$ cat config.mk
export PLATFORM = sky130hd
export DESIGN_NAME = elev_ctrl_flat
export DESIGN_NICKNAME = d
export VERILOG_FILES = /design/src/rtl/elev_ctrl_if.sv /design/src/rtl/elev_ctrl.sv /design/src/flat_wrapper.sv
export SDC_FILE = /design/constraint.sdc
export NUM_CORES = 1
export LEC_CHECK = 0
export CAP_MARGIN = 20
export CORE_AREA = 2 2 39 41
export DETAILED_ROUTE_END_ITERATION = 16
export DIE_AREA = 0 0 41 43
export PLACE_DENSITY = 0.65
export SLEW_MARGIN = 30
export SYNTH_ARGS = -nofsm -noshare
export SYNTH_HDL_FRONTEND = slang
export SYNTH_SLANG_ARGS = --single-unit
$ cat constraint.sdc
create_clock -name clk -period 4.1 [get_ports clk]
set_input_delay 0.82 -clock clk [delete_from_list [all_inputs] [get_ports clk]]
set_output_delay 0.82 -clock clk [all_outputs]
set_load 0.02 [all_outputs]
$ cat src/rtl/elev_ctrl_if.sv
// Car panel / actuator bundle for the four-floor elevator controller.
// The controller is the slave: it consumes buttons and drives position and door.
interface elev_ctrl_if;
    logic [3:0] floorBtn;
    logic [1:0] floorSel;
    logic       door;

    modport master (output floorBtn, input floorSel, input door);
    modport slave  (input floorBtn, output floorSel, output door);
endinterface

$ cat src/rtl/elev_ctrl.sv
// Four-floor elevator controller: Moore FSM (IDLE/CLOSE/MOVE) with a latched
// target floor; car moves one floor per clock, door closes one cycle before moving.
module elev_ctrl (
    input  logic              clk,
    input  logic              rst,
    elev_ctrl_if.slave        bus
);

    typedef enum logic [1:0] {
        IDLE  = 2'd0,
        CLOSE = 2'd1,
        MOVE  = 2'd2
    } state_t;

    state_t     stateReg, stateNext;
    logic [1:0] floorSelReg, floorSelNext;
    logic [1:0] targetReg, targetNext;
    logic       doorReg, doorNext;

    // Buttons for every floor except the one the car is already at.
    logic [3:0] reqMask;
    for (genvar gi = 0; gi < 4; gi++) begin : g_mask
        assign reqMask[gi] = bus.floorBtn[gi] && (floorSelReg != 2'(gi));
    end

    logic       hasCand;
    logic [1:0] cand;
    logic [1:0] stepFloor;

    always_comb begin
        hasCand = 1'b0;
        cand    = 2'd0;
        // Scan high to low so the lowest-indexed request wins.
        for (int i = 3; i >= 0; i--) begin
            if (reqMask[i]) begin
                hasCand = 1'b1;
                cand    = 2'(i);
            end
        end
    end

    assign stepFloor = (targetReg > floorSelReg) ? floorSelReg + 2'd1
                                                 : floorSelReg - 2'd1;

    always_comb begin
        stateNext    = stateReg;
        floorSelNext = floorSelReg;
        targetNext   = targetReg;
        doorNext     = doorReg;
        unique case (stateReg)
            IDLE: begin
                doorNext = 1'b1;
                if (hasCand) begin
                    targetNext = cand;
                    doorNext   = 1'b0;
                    stateNext  = CLOSE;
                end
            end
            CLOSE: begin
                doorNext     = 1'b0;
                floorSelNext = stepFloor;
                stateNext    = MOVE;
            end
            MOVE: begin
                if (floorSelReg != targetReg) begin
                    floorSelNext = stepFloor;
                    doorNext     = 1'b0;
                end else begin
                    doorNext  = 1'b1;
                    stateNext = IDLE;
                end
            end
            default: begin
                stateNext = IDLE;
                doorNext  = 1'b1;
            end
        endcase
    end

    always_ff @(posedge clk or negedge rst) begin
        if (!rst) begin
            stateReg    <= IDLE;
            floorSelReg <= 2'd0;
            targetReg   <= 2'd0;
            doorReg     <= 1'b1;
        end else begin
            stateReg    <= stateNext;
            floorSelReg <= floorSelNext;
            targetReg   <= targetNext;
            doorReg     <= doorNext;
        end
    end

    assign bus.floorSel = floorSelReg;
    assign bus.door     = doorReg;

endmodule

$ cat src/flat_wrapper.sv
// flat-port wrapper written by rule: the top's interface ports become plain ports
module elev_ctrl_flat 
  (clk, rst, bus_floorBtn, bus_floorSel, bus_door);
  elev_ctrl_if bus_i ();
  input  logic clk;
  input  logic rst;
  input wire logic [$bits(bus_i.floorBtn)-1:0] bus_floorBtn;
  output wire logic [$bits(bus_i.floorSel)-1:0] bus_floorSel;
  output wire logic [$bits(bus_i.door)-1:0] bus_door;
  assign bus_i.floorBtn = bus_floorBtn;
  assign bus_floorSel = bus_i.floorSel;
  assign bus_door = bus_i.door;
  elev_ctrl u_core (.clk(clk), .rst(rst), .bus(bus_i));
endmodule
==> impl_metrics.yaml, run 1 <==
clock_network:
  worst_skew_pair.late_latency_ns: 0.25
  resized_cells_post_cts: 0
  number_of_levels_the_h_tree_was_split_into: 1
  cts_tree: "done"
  clkSlewWorstSetupHoldPaths_ns: 0.05
  root_buffer: "clkbuf_4"
  ctsHoldBuffers: 0
  numCtsBuffers: 3
  clock_sinks: 7
  cts.path.max_buffers: 2
  cts_setup_buffers: 0
global_route:
  grt_pass1_wl_mm: 1.248
  grt_pass1_vias: 314
  antenna_found_initial: 0
  grt_use_total_pct: 11.07
  grt_max_degree: 8
  grt_overflow: 0
setup_path:
  critical_path.cell_chain: "clkdlybuf4s50_1"
  critical_path.endpoint_type: "output port"
  start_kind: "flip-flop"
  cp.arrival_ns: 1.35
  critPathMaxFanout: 6
  worst_path_largest_cell_delay_ns: 0.64
  critPathTopFamily: "buffers and inverters"
  worstPathRequired_ns: 3.28
  critPathBufInv: 1
  path_class: "reg -> out"
  cpMaxStageDelayCell: "clkdlybuf4s50_1"
routing:
  vias_per_cell: 4.408
  wire_per_inst_um: 9.887
  antenna_left: 0
  first_pass_iters: 2
  dr_total_vias: 313
  routed_wl_um: 702
  initialDrtViolationCount: 2
  drt_drc_violations_left: 0
die:
  core_sq_um: 1384
  initial_utilization_pct: 31.74
  die_h_um: 43
  die_x_um: 41
  rows: 14
  dieArea_sq_um: 1763
  io_pins: 9
power_and_ir_drop:
  vdd.ir_drop.worst_uv: 347.8
  leakagePower_nw: 0.2676
  cellInternalPower_w: 0.0002887
  power.clock.fraction_pct: 12.9
  swShare_pct: 40.23
  seq_power_share_pct: 28.9
  p_sw_w: 0.0001943
  power_per_cell_area_nw_per_um2: 852.1
  power.combinational.fraction_pct: 58.2
synthesis:
  yosysTopAreaCell: "dfrtp_1"
  dominantRegCellSynth: "dfrtp_1"
  synth_warnings: 0
  yosys_register_bits: 7
  post_synth_inst_count: 43
  synth_enable_flop_cells: 0
  synth_seq_area_share_pct: 40.17
  netlist_top_cells_area: "dfrtp_1 (34%), ha_1 (17%), dfstp_2 (6.0%)"
  asyncSetResetFlopFracSynth_pct: 100.0
  synth_commonest_cells: "dfrtp_1 (6), ha_1 (6), inv_1 (4), nand2b_1 (4)"
  syn_nets: 55
  synthDistinctLibCells: 19
  post-synth-top-area-fraction_pct: 34.19
  postSynthAreaPerCell_sq_um: 10.21
  mappedNetlistArea_sq_um: 439.2
timing:
  finalHoldWorstSlack_ns: 0.5233
  hold_viol: 0
  achievable-frequency_mhz: 461.1
  tightestPinTransition_ns: 0.3282
  final_period_minus_worst_setup_slack_ns: 2.169
  grt_setup_unrepaired: "no"
  final.setup.tns_ns: 0
  finalClockSkew_ns: 0.002380
  finalWorstSetupSlack_ns: 1.931
  pins_over_their_slew_limit: 0
  setup-violations-final: 0
  worst_slew_margin_rel_pct: 78.05
  min_period_over_period_pct: 52.89
flow_run:
  maxCapViolCount: 0
worst_hold_path:
  worst_hold_path_type: "reg -> reg"
final_layout:
  number_of_antenna_diodes: 0
  final_layout_size_suffix_gt1_share_pct: 18.18
  flow.area_growth_from_synthesis_pct: 29.06
  fillerInstances: 138
  finish.net_count: 68
place:
  dp.final_hpwl_um: 573.7
  preCtsSetupSlack_ns: 2.195
  routabilityCongestion: 0.6611
  io_buffers: 8
outcome:
  run_status: "completed"
==> power groups by stage <==
stage | Sequential, W | Clock (W) | Combinational (W)
after detailed placement | 0.000141 | 0 | 0.000284
after global placement | 0.000140 | 0 | 0.000281
after floorplan | 0.000156 | 0 | 0.000196
after CTS | 0.000140 | 0.0000660 | 0.000287
after global routing | 0.000146 | 0.0000676 | 0.000321
final | 0.000140 | 0.0000624 | 0.000281
==> cell families (layout without fill, tap and decap cells) <==
logic type | count (synthesis) | count (layout) | synth area share, %
AO/OA/AOI/OAI | 7 | 7 | 9.686
XOR/XNOR | 2 | 2 | 3.989
adder cells (fa/ha/maj) | 6 | 6 | 17.09
buffers and inverters | 5 | 17 | 4.272
flip-flops | 7 | 7 | 40.17
multiplexers | 1 | 1 | 2.279
AND/OR/NAND/NOR | 15 | 15 | 22.51
==> flip-flops by register name, indices dropped and copies added, names as in the netlist <==
name,flops
u_core.bus.door,1
u_core.bus.floorSel,2
u_core.stateReg,2
u_core.targetReg,2
==> area by class of cell <==
type / instances / area, sq um / area share, %
Clock buffer: 3 / 22.52 / 3.974
Timing Repair Buffer: 8 / 80.08 / 14.13
Sequential cell: 7 / 176.4 / 31.13
Inverter: 5 / 18.77 / 3.311
Multi-Input combinational cell: 31 / 244.0 / 43.05
Tap cell: 16 / 20.02 / 3.532
Clock inverter: 1 / 5.005 / 0.8830
==> through the flow <==
step | cells | instance area (sq um) | total power, W | utilization (%)
6_report | 71 | 566.8 | 0.0004829 | 40.96
3_5_place_dp | 67 | 539.3 | 0.0004252 | 38.97
3_3_place_gp | 67 | 539.3 | 0.0004208 | 38.97
4_1_cts | 71 | 566.8 | 0.0004932 | 40.96
5_1_grt | 71 | 566.8 | 0.0005343 | 40.96
2_1_floorplan | 43 | 439.2 | 0.0003517 | -
==> cells in the final DEF (no fill, tap or decap), types with 2 or more instances in the layout <==
cell and count:
clkbuf_4 3, nor2b_1 3, xnor2_1 2, nand4_1 2, nand2b_1 4, nand2_1 3, ha_1 6, clkdlybuf4s50_1 8
dfrtp_1 6, inv_1 4, o21ai_1 2, a21oi_1 2
==> routing by layer <==
| metal | up-vias | wire [um] | GRT usage, % |
|---|---|---|---|
| met5 | - | 0 | 0 |
| met4 | 0 | 0 | 2.000 |
| met3 | 0 | 49 | 7.853 |
| met2 | 5 | 341 | 16.56 |
| met1 | 142 | 311 | 12.67 |
| li1 | 166 | - | - |
==> worst paths after layout <==
path                                        start                     end  slack [ns]  cells after the start
max                        u_core.bus.floorSel[0]         bus_floorSel[0]        1.93                      1
min                           u_core.targetReg[0]     u_core.targetReg[0]        0.52                      2
max reg2reg                u_core.bus.floorSel[1]  u_core.bus.floorSel[1]        2.60                      6
min reg2reg                   u_core.targetReg[0]     u_core.targetReg[0]        0.52                      2
max in group asynchronous                     rst         u_core.bus.door        2.98                      1
min in group asynchronous                     rst      u_core.stateReg[0]        0.83                      1
(Power assumes the default switching activity.)
==> inputs of run 2 (changes only) <==
==> constraint.sdc (replaced) <==
create_clock -name clk -period 2.1 [get_ports clk]
set_input_delay 0.42 -clock clk [delete_from_list [all_inputs] [get_ports clk]]
set_output_delay 0.42 -clock clk [all_outputs]
set_load 0.02 [all_outputs]
==> impl_metrics.yaml, run 2 (synthesized netlist as in run 1, its figures left out) <==
global_route:
  grt_pass1_vias: 313
  antenna_found_initial: 0
  grt_overflow: 0
  grt_use_total_pct: 11.17
  grt_pass1_wl_mm: 1.276
  grt_max_degree: 8
clock_network:
  resized_cells_post_cts: 0
  cts_tree: "done"
  worst_skew_pair.late_latency_ns: 0.25
  numCtsBuffers: 3
  number_of_levels_the_h_tree_was_split_into: 1
  cts.path.max_buffers: 2
  cts_setup_buffers: 0
  clock_sinks: 7
  ctsHoldBuffers: 0
  clkSlewWorstSetupHoldPaths_ns: 0.05
  root_buffer: "clkbuf_4"
timing:
  min_period_over_period_pct: 84.54
  pins_over_their_slew_limit: 0
  achievable-frequency_mhz: 563.3
  worst_slew_margin_rel_pct: 78.77
  setup-violations-final: 0
  grt_setup_unrepaired: "no"
  final.setup.tns_ns: 0
  finalClockSkew_ns: 0.003651
  tightestPinTransition_ns: 0.3175
  final_period_minus_worst_setup_slack_ns: 1.775
  hold_viol: 0
setup_path:
  critical_path.endpoint_type: "output port"
  worst_r2r_endpoint: "u_core.bus.floorSel[1]"
  rr_worst_depth: 6
  path_class: "reg -> out"
  cpMaxStageDelayCell: "clkdlybuf4s50_1"
  worst_path_largest_cell_delay_ns: 0.64
  critPathTopFamily: "buffers and inverters"
  reg2reg_slack_ns: 0.63
  start_kind: "flip-flop"
  rr_startpoint: "u_core.bus.floorSel[1]"
  critPathMaxFanout: 6
  worstPathRequired_ns: 1.68
  critical_path.cell_chain: "clkdlybuf4s50_1"
  cp.arrival_ns: 1.36
  critPathBufInv: 1
power_and_ir_drop:
  power_per_cell_area_nw_per_um2: 1649
  p_sw_w: 0.0003732
  power.combinational.fraction_pct: 57.7
  seq_power_share_pct: 29.3
  cellInternalPower_w: 0.0005611
  vdd.ir_drop.worst_uv: 765.1
  power.clock.fraction_pct: 13.0
  leakagePower_nw: 0.2676
  swShare_pct: 39.95
final_layout:
  finish.net_count: 68
  fillerInstances: 142
  finish.utilization_pct: 40.96
  layout.cells.most_common: "clkdlybuf4s50_1"
  ff_latch_area_sq_um: 176.4
  flow.area_growth_from_synthesis_pct: 29.06
  final_cell_mix: "clkdlybuf4s50_1 (8), ha_1 (6), dfrtp_1 (6), nand2b_1 (4), inv_1 (4)"
  final_layout_size_suffix_gt1_share_pct: 18.18
  area_taken_by_multi_input_logic_gates_sq_um: 244.0
  number_of_antenna_diodes: 0
place:
  io_buffers: 8
  dp.final_hpwl_um: 584.6
  routabilityCongestion: 0.6831
routing:
  wire_per_inst_um: 9.746
  vias_per_cell: 4.380
  routed_wl_um: 692
  initialDrtViolationCount: 4
  antenna_left: 0
  dr_total_vias: 311
  drt_drc_violations_left: 0
  first_pass_iters: 2
die:
  die_h_um: 43
  initial_utilization_pct: 31.74
  dieArea_sq_um: 1763
  io_pins: 9
  core_sq_um: 1384
  die_x_um: 41
  rows: 14
flow_run:
  maxCapViolCount: 0
worst_hold_path:
  worst_hold_path_type: "in -> async"
outcome:
  run_status: "completed"
==> run 2: cell counts in the layout (fill, tap and decap cells not counted) <==
Identical to the previous run, type by type.
==> run 2: cell type report <==
| cell class | count | area share, % |
|---|---|---|
| repair buffers | 8 | 14.13 |
| multi-input cells | 31 | 43.05 |
| well taps | 16 | 3.532 |
| clock inverters | 1 | 0.8830 |
| flip-flops and latches | 7 | 31.13 |
| clock buffers | 3 | 3.974 |
| inverters | 5 | 3.311 |
==> run 2: worst max-delay path by stage <==
stage	start	to	slack, ns	cells past startpoint
3_3_place_gp	u_core.bus.floorSel[0]	bus_floorSel[0]	0.60	1
3_5_place_dp	u_core.bus.floorSel[0]	bus_floorSel[0]	0.60	1
4_1_cts	u_core.bus.floorSel[0]	bus_floorSel[0]	0.31	1
6_report	u_core.bus.floorSel[0]	bus_floorSel[0]	0.32	1
5_1_grt	u_core.bus.floorSel[0]	bus_floorSel[0]	0.26	1
2_1_floorplan	u_core.bus.floorSel[1]	u_core.bus.floorSel[1]	0.59	6
==> run 2: metrics by stage <==
stage	area, sq um	setup WS (ns)	total power, W	instances	hold WS (ns)
floorplan	439.2	0.5880	0.0006867	43	0.1244
finish	566.8	0.3248	0.0009344	71	0.4227
global route	566.8	0.2608	0.001046	71	0.4443
detailed placement	539.3	0.5955	0.0008283	67	0.5292
CTS	566.8	0.3125	0.0009543	71	0.4259
global placement	539.3	0.5963	0.0008174	67	0.5275
==> run 2: power by group through the flow <==
stage | logic [W] | registers, W | clock network [W]
floorplan | 0.000383 | 0.000304 | 0
global placement | 0.000543 | 0.000274 | 0
detailed placement | 0.000551 | 0.000277 | 0
CTS | 0.000553 | 0.000275 | 0.000127
global route | 0.000628 | 0.000285 | 0.000133
finish | 0.000539 | 0.000274 | 0.000122
==> run 2: routing by layer <==
metal  GRT usage, %  routed length [um]  up-vias
met5              0                   0        -
met4          2.000                   0        0
met3          7.853                  55        0
met2          15.00                 312        6
met1          14.67                 324      139
li1               -                   -      166
==> inputs of run 3 (changes only) <==
--- a/config.mk
+++ b/config.mk
@@ -9,7 +9,7 @@
 export CORE_AREA = 2 2 39 41
 export DETAILED_ROUTE_END_ITERATION = 16
 export DIE_AREA = 0 0 41 43
-export PLACE_DENSITY = 0.65
+export PLACE_DENSITY = 0.68
 export SLEW_MARGIN = 30
 export SYNTH_ARGS = -nofsm -noshare
 export SYNTH_HDL_FRONTEND = slang
==> constraint.sdc (replaced) <==
create_clock -name clk -period 1.5 [get_ports clk]
set_input_delay 0.3 -clock clk [delete_from_list [all_inputs] [get_ports clk]]
set_output_delay 0.3 -clock clk [all_outputs]
set_load 0.02 [all_outputs]
==> impl_metrics.yaml, run 3 (synthesized netlist as in run 1, its figures left out) <==
outcome:
  run_status: "completed"
final_layout:
  flow.area_growth_from_synthesis_pct: 31.91
  final_cell_mix: "ha_1 (6), clkdlybuf4s50_1 (5), nand2b_1 (4), dfrtp_1 (4)"
  ff_latch_area_sq_um: 178.9
  fillerInstances: 133
  area_taken_by_multi_input_logic_gates_sq_um: 244.0
  final_cell_area_sq_um: 579.3
  finish.net_count: 70
  layout.cells.most_common: "ha_1"
  final_layout_size_suffix_gt1_share_pct: 24.56
  number_of_antenna_diodes: 0
setup_path:
  worst_r2r_endpoint: "u_core.bus.floorSel[1]"
  path_class: "reg -> reg"
  worst_path_largest_cell_delay_ns: 0.45
  rr_worst_depth: 5
  reg2reg_slack_ns: 0.06
  critPathMaxFanout: 6
  critPathTopFamily: "flip-flops"
  worstPathRequired_ns: 1.68
  start_kind: "flip-flop"
  cp.arrival_ns: 1.62
  critPathBufInv: 0
  cpMaxStageDelayCell: "dfrtp_2"
  critical_path.cell_chain: "ha_1, nand2_1, nor3b_4, a21oi_2, mux2i_1"
  critical_path.endpoint_type: "flip-flop"
  rr_startpoint: "u_core.bus.floorSel[0]"
power_and_ir_drop:
  leakagePower_nw: 0.2767
  vdd.ir_drop.worst_uv: 742.1
  power_per_cell_area_nw_per_um2: 2357
  totalPowerFinal_w: 0.001365
timing:
  achievable-frequency_mhz: 695.8
  setup-violations-final: 0
  min_period_over_period_pct: 95.81
  worst_slew_margin_rel_pct: 79.06
  finalWorstSetupSlack_ns: 0.06284
  finalHoldWorstSlack_ns: 0.2988
  hold_viol: 0
  final_period_minus_worst_setup_slack_ns: 1.437
  final.setup.tns_ns: 0
  finalClockSkew_ns: 0.006558
  tightestPinTransition_ns: 0.3131
  pins_over_their_slew_limit: 0
flow_run:
  maxCapViolCount: 0
clock_network:
  number_of_levels_the_h_tree_was_split_into: 1
  numCtsBuffers: 3
  ctsHoldBuffers: 0
  clkSlewWorstSetupHoldPaths_ns: 0.06
  cts_tree: "done"
  clock_sinks: 7
  worst_skew_pair.late_latency_ns: 0.26
  cts.path.max_buffers: 2
  root_buffer: "clkbuf_4"
routing:
  drt_drc_violations_left: 0
  initialDrtViolationCount: 7
  first_pass_iters: 4
  routed_wl_um: 814
  antenna_left: 0
  wire_per_inst_um: 11.15
  dr_total_vias: 353
  vias_per_cell: 4.836
place:
  preCtsSetupSlack_ns: 0.04269
  io_buffers: 8
  placed_cell_area_sq_um: 548.0
  dp.final_hpwl_um: 668.7
  routabilityCongestion: 0.8056
global_route:
  grt_pass1_wl_mm: 1.311
  grt_overflow: 0
  grt_max_degree: 8
  antenna_found_initial: 0
  grt_use_total_pct: 11.62
  grt_pass1_vias: 320
worst_hold_path:
  worst_hold_path_type: "in -> async"
die:
  die_x_um: 41
  core_sq_um: 1384
  dieArea_sq_um: 1763
  die_h_um: 43
  rows: 14
  io_pins: 9
  initial_utilization_pct: 31.74
run 3: worst max path at each step:
stage                                        end  cells past startpoint                    from
after floorplan           u_core.bus.floorSel[1]                      5  u_core.bus.floorSel[0]
after global placement    u_core.bus.floorSel[1]                      6  u_core.bus.floorSel[1]
after detailed placement  u_core.bus.floorSel[1]                      5  u_core.bus.floorSel[0]
after CTS                 u_core.bus.floorSel[1]                      5  u_core.bus.floorSel[0]
after global routing      u_core.bus.floorSel[1]                      5  u_core.bus.floorSel[0]
final                     u_core.bus.floorSel[1]                      5  u_core.bus.floorSel[0]
run 3: worst register-to-register path, stage by stage (launching register included):
cell and delay [ns]:
dfrtp_2 0.45, ha_1 0.30, nand2_1 0.07, nor3b_4 0.16, a21oi_2 0.19, mux2i_1 0.20
run 3: report_power, final:
| part | internal [W] | switching, W |
|---|---|---|
| Sequential | 0.000304 | 0.0000837 |
| Clock | 0.000102 | 0.0000742 |
| Combinational | 0.000400 | 0.000402 |
run 3: stage by stage:
stage          instances  utilization [%]
3_5_place_dp          68            39.60
5_1_grt               73            41.86
4_1_cts               72            41.23
2_1_floorplan         43                -
6_report              73            41.86
3_3_place_gp          68            39.60
run 3: layout make-up:
| type | instances | area share (%) |
|---|---|---|
| multi-input cells | 31 | 42.12 |
| flip-flops and latches | 7 | 30.89 |
| repair buffers | 10 | 15.77 |
| clock buffers | 4 | 4.536 |
| well taps | 16 | 3.456 |
| inverters | 5 | 3.240 |
run 3: per-layer routing:
| layer | wire length (um) | GRT usage [%] | vias up |
|---|---|---|---|
| met5 | 0 | 0 | - |
| met4 | 12 | 6.000 | 0 |
| met3 | 31 | 6.283 | 4 |
| met2 | 456 | 18.13 | 12 |
| met1 | 313 | 11.80 | 165 |
| li1 | - | - | 172 |
run 3: repair_timing:
action                     in CTS  in global routing
setup buffers                   0                  1
setup endpoints to repair       3                  2
resized for setup               3                  2
